## src/rtl/rs_stream_encoder.sv

```systemverilog
// Streaming systematic Reed-Solomon encoder over GF(2^SYM_W).
// Message symbols pass straight through a one-deep output register. Once a frame
// ends, NPAR parity symbols follow, highest degree first, taken from an LFSR that
// divides by the generator polynomial.
module rs_stream_encoder #(
  parameter int unsigned SYM_W     = 4,
  parameter int unsigned NPAR      = 4,
  parameter int unsigned K         = 11,
  parameter int unsigned PRIM_POLY = 'h13,
  parameter int unsigned FCR       = 1
) (
  input  logic             clk,
  input  logic             rst,
  input  logic             s_valid,
  output logic             s_ready,
  input  logic [SYM_W-1:0] s_data,
  input  logic             s_last,
  output logic             m_valid,
  input  logic             m_ready,
  output logic [SYM_W-1:0] m_data,
  output logic             m_parity,
  output logic             m_last,
  output logic             busy
);

  localparam int unsigned CntW = $clog2(K + 1);
  localparam int unsigned ParW = $clog2(NPAR + 1);
  // Reduction term: PRIM_POLY without its x^SYM_W bit
  localparam logic [SYM_W-1:0] PolyLo = SYM_W'(PRIM_POLY);
  localparam logic [SYM_W-1:0] One    = SYM_W'(1);
  localparam logic [SYM_W-1:0] Two    = SYM_W'(2);

  // Shift-and-reduce multiply in GF(2^SYM_W)
  function automatic logic [SYM_W-1:0] gf_mul(input logic [SYM_W-1:0] a,
                                              input logic [SYM_W-1:0] b);
    logic [SYM_W-1:0] acc;
    logic [SYM_W-1:0] sh;
    acc = '0;
    sh  = a;
    for (int i = 0; i < int'(SYM_W); i++) begin
      if (b[i]) acc = acc ^ sh;
      sh = sh[SYM_W-1] ? ((sh << 1) ^ PolyLo) : (sh << 1);
    end
    return acc;
  endfunction

  // Low NPAR coefficients of g(x) = prod_{i=0}^{NPAR-1} (x + alpha^(FCR+i)).
  // The leading coefficient is always 1, so it is not returned.
  function automatic logic [NPAR*SYM_W-1:0] gen_poly();
    logic [(NPAR+1)*SYM_W-1:0] g;
    logic [SYM_W-1:0]          root;
    g = '0;
    g[0 +: SYM_W] = One;
    root = One;
    for (int i = 0; i < int'(FCR); i++) root = gf_mul(root, Two);
    for (int i = 0; i < int'(NPAR); i++) begin
      // Multiply by (x + root); going downwards uses each old g[j-1] before it is overwritten
      for (int j = int'(NPAR); j > 0; j--) begin
        g[j*SYM_W +: SYM_W] = g[(j-1)*SYM_W +: SYM_W] ^ gf_mul(g[j*SYM_W +: SYM_W], root);
      end
      g[0 +: SYM_W] = gf_mul(g[0 +: SYM_W], root);
      root = gf_mul(root, Two);
    end
    return g[NPAR*SYM_W-1:0];
  endfunction

  localparam logic [NPAR*SYM_W-1:0] Gen = gen_poly();

  typedef enum logic {StMsg, StPar} state_e;

  state_e           state_q;
  logic [CntW-1:0]  sym_cnt_q;
  logic [ParW-1:0]  par_cnt_q;
  logic [SYM_W-1:0] r_q     [NPAR];
  logic [SYM_W-1:0] r_enc   [NPAR];
  logic [SYM_W-1:0] r_shift [NPAR];
  logic [SYM_W-1:0] fb;
  logic             adv;
  logic             frame_end;

  // Handshake, divider feedback and next LFSR contents for both modes
  always_comb begin
    adv       = !m_valid || m_ready;
    s_ready   = (state_q == StMsg) && adv;
    busy      = (state_q != StMsg) || (sym_cnt_q != '0);
    frame_end = s_last || (sym_cnt_q == CntW'(K - 1));
    fb        = s_data ^ r_q[NPAR-1];
    for (int i = 0; i < int'(NPAR); i++) begin
      r_shift[i] = (i == 0) ? '0 : r_q[(i == 0) ? 0 : i-1];
      r_enc[i]   = r_shift[i] ^ gf_mul(Gen[i*SYM_W +: SYM_W], fb);
    end
  end

  // Control FSM, LFSR and registered output stage
  always_ff @(posedge clk or posedge rst) begin
    if (rst) begin
      state_q   <= StMsg;
      sym_cnt_q <= '0;
      par_cnt_q <= '0;
      for (int i = 0; i < int'(NPAR); i++) r_q[i] <= '0;
      m_valid   <= 1'b0;
      m_data    <= '0;
      m_parity  <= 1'b0;
      m_last    <= 1'b0;
    end else begin
      case (state_q)
        StMsg: begin
          if (s_valid && s_ready) begin
            m_data   <= s_data;
            m_parity <= 1'b0;
            m_last   <= 1'b0;
            m_valid  <= 1'b1;
            for (int i = 0; i < int'(NPAR); i++) r_q[i] <= r_enc[i];
            if (frame_end) begin
              state_q   <= StPar;
              sym_cnt_q <= '0;
              par_cnt_q <= '0;
            end else begin
              sym_cnt_q <= sym_cnt_q + CntW'(1);
            end
          end else if (m_ready) begin
            m_valid <= 1'b0;
          end
        end
        StPar: begin
          if (adv) begin
            m_data   <= r_q[NPAR-1];
            m_parity <= 1'b1;
            m_valid  <= 1'b1;
            for (int i = 0; i < int'(NPAR); i++) r_q[i] <= r_shift[i];
            // Shifting NPAR times empties the LFSR, so the next frame starts clean
            if (par_cnt_q == ParW'(NPAR - 1)) begin
              m_last    <= 1'b1;
              state_q   <= StMsg;
              par_cnt_q <= '0;
            end else begin
              m_last    <= 1'b0;
              par_cnt_q <= par_cnt_q + ParW'(1);
            end
          end
        end
        default: state_q <= StMsg;
      endcase
    end
  end

endmodule

```

## config.mk

```make
export PLATFORM = sky130hd
export DESIGN_NAME = rs_stream_encoder
export DESIGN_NICKNAME = d
export VERILOG_FILES = /design/src/rtl/rs_stream_encoder.sv
export SDC_FILE = /design/constraint.sdc
export NUM_CORES = 1
export LEC_CHECK = 0
export CAP_MARGIN = 40
export CORE_MARGIN = 5
export CORE_UTILIZATION = 55
export CTS_CLUSTER_SIZE = 10
export DETAILED_ROUTE_END_ITERATION = 7
export PLACE_DENSITY = 0.77
export SETUP_SLACK_MARGIN = 0.3
export SLEW_MARGIN = 20
export SYNTH_ARGS = -nofsm -noshare
export SYNTH_HDL_FRONTEND = slang
export SYNTH_SLANG_ARGS = --single-unit
```

## constraint.sdc

```tcl
create_clock -name clk -period 1.9 [get_ports clk]
set_clock_uncertainty 0.1 [all_clocks]
set_input_delay 0.38 -clock clk [delete_from_list [all_inputs] [get_ports clk]]
set_output_delay 0.38 -clock clk [all_outputs]
set_load 0.02 [all_outputs]
```

### After elaboration in Yosys (flattened, before gate mapping)

Cells that the tools add are included.

* logic and storage cells: 89
* memory bits (read-only): 0
* output and inout port bits: 9
* memory bits (writable): 0
* bits in latches: 0
* memories kept: 0
* input bits: 9
* bits in registers: 31

* bitwise gates (word level): 17
* mux-type cells: 42
* add/sub/neg operators: 2
* order comparisons: 0
* multiply operators: 0
* reduce and logical (&&, ||, !) cells: 11
* divide/modulo/power cells: 0
* eq/ne operators: 6
* shifts and indexed selects: 0

Operator list (number)
* $mux W4: 13
* $mux W16: 2
* $pmux W16 S2: 1
* $mux W3: 7
* $xor A4 B4 Y4: 4
* $not A2 Y2: 6
* $mux W1: 11
* $pmux W1 S2: 4
* $pmux W4 S2: 1
* $not A3 Y3: 2
* $pmux W3 S2: 1
* $reduce_and A2 Y1: 3
* $add A4 B1 Y4 const B: 1
* $eq A4 B4 Y1 const B: 1
* $mux W2: 2
* $ne A2 B1 Y1 const B: 2
* $not A4 Y4: 1
* $reduce_bool A4 Y1: 1
* $add A3 B1 Y3 const B: 1
* $eq A3 B2 Y1 const B: 1
* $logic_or A1 B1 Y1: 3
* $ne A3 B2 Y1 const B: 1
* $not A1 Y1: 3
* $not A2 Y3: 1
* other kinds (4): 5

### Longest topological paths before layout

Gate-level depths: netlist of the first run.

* word-level depth: 11
* depth in mapped cells: 6
* gate-level depth less buffers: 6

### Least setup slack after synthesis of the first run

OpenSTA, ideal clock, no wires.

* kind: register to output
* start: reg state_q
* end: out busy
* path slack: -0.024 ns
* data required time: 1.420 ns
* cell stages (with the launch flop): 4
* path buffers: 2
* arrival: 1.444 ns
* cell sequence: dfrtp_1 buf_2 clkbuf_1 or4b_2

* cells in the longest elaborated chain, start to end: 1

RTL lines
* from (decl): line 71 `state_e state_q;`
* from (signal assigned): line 97 `state_q <= StMsg;`
* from (signal assigned): line 115 `state_q <= StPar;`
* from (signal assigned): line 134 `state_q <= StMsg;`
* $logic_or A1 B1 Y1: line 85 `busy = (state_q != StMsg) || (sym_cnt_q != '0);`
* to (decl): line 23 `output logic busy`

Every way passes these cells.

### Final worst setup path of the first run

* start: reg sym_cnt_q[0]
* end: out busy

* cells in the longest elaborated chain, start to end: 2

RTL lines
* from (decl): line 72 `logic [CntW-1:0] sym_cnt_q;`
* from (signal assigned): line 119 `sym_cnt_q <= sym_cnt_q + CntW'(1);`
* $reduce_bool A4 Y1: line 85
* $logic_or A1 B1 Y1: line 85

Every way passes these cells.

==> results_dict.tcl, run 1 <==
set metrics [dict create \
    status "finished with violations" \
    violations "negative setup slack" \
    drc 0 \
    slowest_delay_ns 0.44 \
    drive_above_1_share 0.342 \
    worstMarginPinSlew_ns 0.403 \
    cp.required_ns 1.42 \
    syn_avg_cell_area_sq_um 10.0 \
    synth_edf_count 0 \
    fin_nets 250 \
    synthFlopType "dfrtp_1" \
    rrSetupSlack_ns -0.08 \
    antenna_found_initial 0 \
    setup.worst_path.end_class "output pin" \
    slew_headroom 0.731 \
    grt_pass1_wl_microns 6980 \
    startpoint_type "register" \
    critPathMaxFanout 2 \
    cts_made_buffers 5 \
    slowest_stage "or4b_4" \
    synth-warning-count 0 \
    ctsHoldBuffers 0 \
    grt-ovfl-total 0 \
    first_iter_violations 88 \
    cp_cell_sequence "inv_2, ha_4, or4b_4, buf_6" \
    wl_per_cell_microns 18.4 \
    synth_top_area_frac 0.435 \
    synth_common_cells "dfrtp_1, o21ai_0, nand2_1" \
    clockBufferDepth 2 \
    core_sq_mm 0.00308 \
    fmax_mhz 498 \
    wirelength_microns 5180 \
    yosysMostFrequentCell "dfrtp_1" \
    r2r-start "sym_cnt_q[0]" \
    reg2reg_to "sym_cnt_q[2]" \
    reg2reg_depth 9 \
    seq_area_frac_synth 0.435 \
    multi_input_area_sq_mm 0.00112 \
    initial_utilization 0.579 \
    setup_viol 5 \
    syn_area_sq_mm 0.00178 \
    grt_use_total 0.212 \
    layout_setup_ws_ns -0.107 \
    hold_class "input pin to async pin" \
    async_flop_share 1.00 \
    critPathKind "register to output pin" \
    slew_viol_final 0 \
    drtPass1Iterations 4 \
    antenna_left 0 \
    synthTopCellsByArea "dfrtp_1, xnor2_4, xnor2_1, o21ai_0, mux2i_1" \
    path_clk_slew_ns 0.12 \
    syn_nets 191 \
    hold_viol 0 \
    cts_tree "done" \
    rsz0062_at_grt "true" \
    dpl.hpwl_microns 2750 \
    irDropWorstVdd_uv 943 \
    ios 18 \
    period_needed_ns 2.01 \
    post-route-cell-area_sq_mm 0.00260 \
    cap_violations 0 \
    p_per_area_mw_per_mm2 1800 \
    first_global_vias 1531 \
    cts.sinks 31 \
    viasPerCell 5.67 \
    ys_ff_latch 31 \
    vias 1594 \
    htreeDepth 2 \
    leakage_nw 1.18 \
    synth_top_cell_by_area "dfrtp_1" \
    rows 20 \
    port_buffers 17 \
    die_w_microns 66.9 \
    antenna_cells 0 \
    min_period_over_period 1.06 \
    fill_cells 146 \
    post-route-util 0.846 \
    area_delta_synth_final_pct 46.0 \
    arrival_ns 1.53 \
    postPlaceCellArea_sq_mm 0.00219 \
    grt_max_degree 38 \
    cts-root-buf "clkbuf_4" \
    dieArea_sq_mm 0.00448 \
    synth_cells 178 \
    die_y_microns 66.9 \
    post_synth_num_cell_types 36 \
    clk_latency_ns 0.36 \
    gp_congestion 0.756 \
    seq_area_sq_um 781 \
]
cell families after synthesis:
| family | Yosys count | synth area share |
|---|---|---|
| simple gates | 58 | 0.159 |
| compound gates | 43 | 0.144 |
| flops | 31 | 0.435 |
| xor+xnor | 19 | 0.155 |
| buf+inv | 15 | 0.0337 |
| mux | 8 | 0.0449 |
| fa+ha+maj | 4 | 0.0281 |
where the power goes:
part,internal [mW],switching (mW)
combinational,1.70,1.41
clock,0.139,0.231
sequential,0.953,0.254
state kept, by name, indices dropped and copies added (netlist names):
register and count:
state_q 1, par_cnt_q 3, m_data 4, sym_cnt_q 4
m_last 1, m_parity 1, m_valid 1, r_q 16
metrics by stage:
stage | hold slack [ns] | std cells | setup TNS [ns] | power (mW) | setup slack, ns
floorplan | 0.358 | 178 | 0 | 2.64 | 0.200
global placement | 0.366 | 257 | -2.09 | 3.34 | -0.224
detailed placement | 0.377 | 257 | -2.78 | 3.46 | -0.278
CTS | 0.312 | 271 | -0.0977 | 4.04 | -0.0977
global route | 0.340 | 281 | -0.617 | 4.95 | -0.148
finish | 0.274 | 281 | -0.317 | 4.68 | -0.107
timing repair:
item,in CTS,in global routing
setup endpoints to repair,31,27
resized for setup,49,31
pin swaps,12,18
cloned,0,2
hold endpoints to repair,0,0
buffers inserted,7,8
routing by layer:
layer,vias to the layer above,global-route usage,share of wire
met1,790,0.241,0.39
met3,16,0.0422,0.049
met4,0,0.106,0.037
met2,52,0.373,0.52
met5,-,0,0
li1,736,-,-
worst max-delay path, delay by kind of cell (launching register included):
family | cells | cell delay (ns)
fa+ha+maj | 1 | 0.12
buf+inv | 2 | 0.23
simple gates | 1 | 0.44
flops | 1 | 0.40
worst max-delay path by stage:
stage | cells past startpoint | endpoint | slack [ns] | start
floorplan | 3 | busy | 0.20 | state_q
global placement | 4 | s_ready | -0.22 | m_ready
detailed placement | 5 | r_q[7] | -0.28 | s_data[0]
CTS | 4 | busy | -0.1 | sym_cnt_q[1]
global route | 4 | busy | -0.15 | sym_cnt_q[0]
finish | 4 | busy | -0.11 | sym_cnt_q[0]
cells in the final DEF, fill, tap and decap left out, drive strengths merged, types with 4 or more instances in the layout:
| cell type | instances |
|---|---|
| a31oi | 9 |
| buf | 43 |
| clkbuf | 8 |
| dfrtp | 31 |
| dlygate4sd2 | 12 |
| ha | 4 |
| inv | 7 |
| mux2i | 8 |
| nand2 | 18 |
| nor2 | 15 |
| o21ai | 24 |
| or3 | 8 |
| xnor2 | 17 |
cell type report:
| cell class | instances | share of cell area |
|---|---|---|
| timing repair buffer | 60 | 0.221 |
| sequential | 31 | 0.300 |
| multi-input combinational | 132 | 0.431 |
| tap | 44 | 0.0212 |
| clock buffer | 7 | 0.0173 |
| inverter | 7 | 0.0101 |
(Power assumes the default switching activity.)
==> inputs of run 2 (changes only) <==
--- a/config.mk
+++ b/config.mk
@@ -12,2 +12,3 @@
 export DETAILED_ROUTE_END_ITERATION = 7
+export HOLD_SLACK_MARGIN = 0.15
 export PLACE_DENSITY = 0.77
@@ -18 +19,2 @@
 export SYNTH_SLANG_ARGS = --single-unit
+export TNS_END_PERCENT = 1
--- a/constraint.sdc
+++ b/constraint.sdc
@@ -4,2 +4,2 @@
 set_output_delay 0.38 -clock clk [all_outputs]
-set_load 0.02 [all_outputs]
+set_load 0.1 [all_outputs]
==> run 2 against run 1 <==
The run still ends with negative setup slack left. Routed wire length is 18% lower. Highest routed layer unchanged. Total power is 2.7% higher. Hold slack gained 0.062 ns. Via count is 8.6% lower. Global-route usage is 0.49 points lower. Clock-buffer cell count shrank 1.
==> results_dict.tcl, run 2 (synthesized netlist as in run 1, its figures left out) <==
set metrics [dict create \
    status "finished with violations" \
    violations "negative setup slack" \
    cts_tree "done" \
    fin_nets 230 \
    dpl.hpwl_microns 2740 \
    setup_viol 2 \
    r2r-start "sym_cnt_q[0]" \
    top_regs "r_q (16), m_data (4), sym_cnt_q (4)" \
    p_sw_frac 0.448 \
    wirelength_microns 4220 \
    layout_setup_ws_ns -0.152 \
    cts.sinks 31 \
    clk_latency_ns 0.33 \
    regMostFlops "r_q" \
    drive_above_1_share 0.292 \
    reg2reg_depth 9 \
    vias 1457 \
    path_clk_slew_ns 0.09 \
    drtPass1Iterations 4 \
    wl_per_cell_microns 16.2 \
    antenna_left 0 \
    largest_register_ffs 16 \
    fmax_mhz 487 \
    ios 18 \
    antenna_cells 0 \
    cp.required_ns 1.42 \
    slew_headroom 0.727 \
    htreeDepth 2 \
    cts-root-buf "clkbuf_4" \
    first_iter_violations 101 \
    fill_cells 189 \
    critPathKind "register to output pin" \
    grt_max_degree 39 \
    drc 0 \
    tns_ns -0.212 \
    hold_viol 0 \
    final_cell_count_no_fill 260 \
    reg2reg_to "sym_cnt_q[2]" \
    mostFrequentLayoutCells "dfrtp_1, nand2_1, buf_4" \
    viasPerCell 5.60 \
    final_common_cell "dfrtp_1" \
    pre_cts_ws_ns -0.277 \
    initial_utilization 0.579 \
    worstMarginPinSlew_ns 0.409 \
    period_needed_ns 2.05 \
    p_per_area_mw_per_mm2 1960 \
    p_clk_frac 0.072 \
    ctsHoldBuffers 0 \
    seq_power_share 0.262 \
    grt-ovfl-total 0 \
    dieArea_sq_mm 0.00448 \
    antenna_found_initial 0 \
    startpoint_type "register" \
    post-route-util 0.799 \
    first_global_vias 1543 \
    irDropWorstVdd_uv 1140 \
    clockBufferDepth 2 \
    dp.cells 249 \
    combPwrFrac 0.667 \
    area_delta_synth_final_pct 37.9 \
    setup.worst_path.end_class "output pin" \
    min_period_over_period 1.08 \
    arrival_ns 1.57 \
    grt_use_total 0.207 \
    rrSetupSlack_ns -0.06 \
    core_sq_mm 0.00308 \
    hold_class "input pin to async pin" \
    die_y_microns 66.9 \
    grt_pass1_wl_microns 6930 \
    cts_made_buffers 5 \
    p_int_mw 2.66 \
    gp_congestion 0.858 \
    rsz0062_at_grt "true" \
    die_w_microns 66.9 \
    rows 20 \
    leakage_nw 1.08 \
    port_buffers 17 \
    p_sw_mw 2.15 \
    slew_viol_final 0 \
    cap_violations 0 \
    critPathMaxFanout 2 \
]
[run 2: power groups by stage]
stage          combinational, mW  clock (mW)  sequential (mW)
6_report                    3.21       0.344             1.26
5_1_grt                     3.41       0.380             1.30
4_1_cts                     2.94       0.350             1.25
3_5_place_dp                2.75           0             1.26
3_3_place_gp                2.64           0             1.23
2_1_floorplan               1.48           0             1.61
[run 2: layout make-up]
type	instances	area [sq um]	share of cell area
multi-input combinational	132	1080	0.441
sequential	31	785	0.319
timing repair buffer	40	468	0.190
tap	44	55.1	0.0224
clock buffer	6	41.3	0.0168
inverter	7	26.3	0.0107
[run 2: timing repair]
| action | 4_1_cts | 5_1_grt |
|---|---|---|
| gates resized for setup | 26 | 11 |
| endpoints found under the setup margin | 20 | 24 |
| cloned | 0 | 0 |
| buffers inserted | 5 | 0 |
| pin swaps | 14 | 13 |
[run 2: layer usage]
layer	share of wire	vias to the layer above	GRT usage
met5	0	-	0
met4	0.017	0	0.0835
met3	0.052	9	0.0337
met2	0.53	37	0.373
met1	0.40	715	0.241
li1	-	696	-
[run 2: metrics by stage]
step,hold slack (ns),instance area (sq um),power [mW]
global placement,0.370,2240,3.87
global route,0.378,2460,5.09
CTS,0.339,2380,4.54
floorplan,0.358,1820,3.09
finish,0.336,2460,4.81
detailed placement,0.387,2240,4.01
[run 2: worst max path at each step]
stage	from	endpoint
4_1_cts	sym_cnt_q[1]	busy
5_1_grt	sym_cnt_q[1]	busy
3_5_place_dp	s_data[0]	r_q[7]
2_1_floorplan	state_q	busy
6_report	sym_cnt_q[1]	busy
3_3_place_gp	s_data[0]	r_q[7]
[run 2: worst max-delay path: stages, from the launching register on]
cell     delay [ns]
dfrtp_1        0.40
inv_2          0.08
ha_4           0.12
or4b_4         0.46
buf_12         0.18
==> inputs of run 3 (changes only) <==
RECOVER_POWER = 25   (was not set)
==> run 3 against run 2 <==
The flow still finishes with violations (negative setup slack). Core utilization decreased by 0.081 points. Non-clock buffer count unchanged. Design area decreased by 0.10%. Largest cell class unchanged.
==> results_dict.tcl, run 3 (synthesized netlist as in run 1, its figures left out) <==
set metrics [dict create \
    irDropWorstVdd_uv 1140 \
    setup_viol 2 \
    slew_viol_final 0 \
    cap_violations 0 \
    dp.cells 249 \
    core_sq_mm 0.00308 \
    cts-root-buf "clkbuf_4" \
    fill_cells 190 \
    clk_latency_ns 0.33 \
    cp_cell_sequence "inv_2, ha_4, or4b_4, buf_12" \
    path_clk_slew_ns 0.09 \
    slew_headroom 0.468 \
    first_global_vias 1543 \
    regMostFlops "r_q" \
    antenna_left 0 \
    vias 1457 \
    path_buf_inv 2 \
    ios 18 \
    drive_above_1_share 0.292 \
    grt-ovfl-total 0 \
    p_per_area_mw_per_mm2 1960 \
    wl_per_cell_microns 16.2 \
    mostFrequentLayoutCells "dfrtp_1, nand2_1, buf_4" \
    viasPerCell 5.60 \
    antenna_found_initial 0 \
    arrival_ns 1.57 \
    period_needed_ns 2.05 \
    cp.required_ns 1.42 \
    hold_viol 0 \
    cts_made_buffers 5 \
    setup.worst_path.end_class "output pin" \
    startpoint_type "register" \
    fmax_mhz 487 \
    violations "negative setup slack" \
    ctsHoldBuffers 0 \
    antenna_cells 0 \
    worstMarginPinSlew_ns 0.798 \
    min_period_over_period 1.08 \
    slowest_stage "or4b_4" \
    initial_utilization 0.579 \
    critPathTopFamily "simple AND/OR/NAND/NOR gates" \
    first_iter_violations 101 \
    fin_nets 230 \
    drc 0 \
    drtPass1Iterations 4 \
    tns_ns -0.212 \
    rows 20 \
    post-route-util 0.798 \
    cts_tree "done" \
    layout_setup_ws_ns -0.152 \
    critPathKind "register to output pin" \
    area_delta_synth_final_pct 37.8 \
    largest_register_ffs 16 \
    status "finished with violations" \
    whs_ns 0.408 \
    top_regs "r_q (16), m_data (4), sym_cnt_q (4)" \
    grt_max_degree 39 \
    clockBufferDepth 2 \
    gp_congestion 0.858 \
    final_cell_count_no_fill 260 \
    postPlaceCellArea_sq_mm 0.00224 \
    die_w_microns 66.9 \
    leakage_nw 1.08 \
    dieArea_sq_mm 0.00448 \
    port_buffers 17 \
    critPathMaxFanout 2 \
    grt_pass1_wl_microns 6930 \
    dpl.hpwl_microns 2740 \
    wirelength_microns 4220 \
    seq_area_sq_um 785 \
    post-route-cell-area_sq_mm 0.00246 \
    slowest_delay_ns 0.46 \
    finalPower_mw 4.81 \
    multi_input_area_sq_mm 0.00108 \
    die_y_microns 66.9 \
    pre_cts_ws_ns -0.277 \
    final_common_cell "dfrtp_1" \
    hold_class "register to register" \
    cts.sinks 31 \
    grt_use_total 0.207 \
    htreeDepth 2 \
    rsz0062_at_grt "true" \
]
-- run 3: cell types whose count changed in the layout (fill, tap and decap cells not counted) --
| cell | previous run | this run |
|---|---|---|
| dlygate4sd3_1 | 0 | 1 |
| clkdlybuf4s50_1 | 4 | 3 |
| clkbuf_2 | 0 | 1 |
| buf_4 | 18 | 17 |
-- run 3: routing by layer --
layer,GRT usage,part of all wire,vias to the layer above
met5,0,0,-
li1,-,-,696
met1,0.241,0.40,715
met2,0.373,0.53,37
met3,0.0337,0.052,9
met4,0.0835,0.017,0
-- run 3: where the power goes --
part,internal (mW),total (mW),leakage [nW],switching (mW)
Combinational,1.57,3.21,0.685,1.64
Sequential,0.956,1.26,0.372,0.303
Clock,0.131,0.344,0.0242,0.213
-- run 3: path summary, 6_finish.rpt --
kind                         startpoint           end  slack [ns]  cells past startpoint
setup / recovery           sym_cnt_q[1]          busy       -0.15                      4
hold / removal                  r_q[14]       r_q[14]        0.41                      2
setup reg to reg           sym_cnt_q[0]  sym_cnt_q[2]       -0.06                      9
hold reg to reg                 r_q[14]       r_q[14]        0.41                      2
max in group asynchronous           rst       m_valid        0.50                      3
min in group asynchronous           rst        r_q[7]        0.62                      3
-- run 3: layout make-up --
class / count / share of cell area
repair buffers: 40 / 0.190
flip-flops and latches: 31 / 0.319
inverters: 7 / 0.0107
multi-input cells: 132 / 0.441
well taps: 44 / 0.0224
clock buffers: 6 / 0.0168
-- run 3: tightest hold or removal path: cells and delay by family (launching register included) --
| family | cells | cell delay (ns) |
|---|---|---|
| AOI/OAI and AO/OA | 1 | 0.06 |
| DFF | 1 | 0.36 |
| and+or+nand+nor | 1 | 0.05 |
-- run 3: timing repair --
item	in CTS	in global routing
setup buffers	5	0
pin swaps	14	13
resized for setup	26	11
endpoints found under the setup margin	20	24
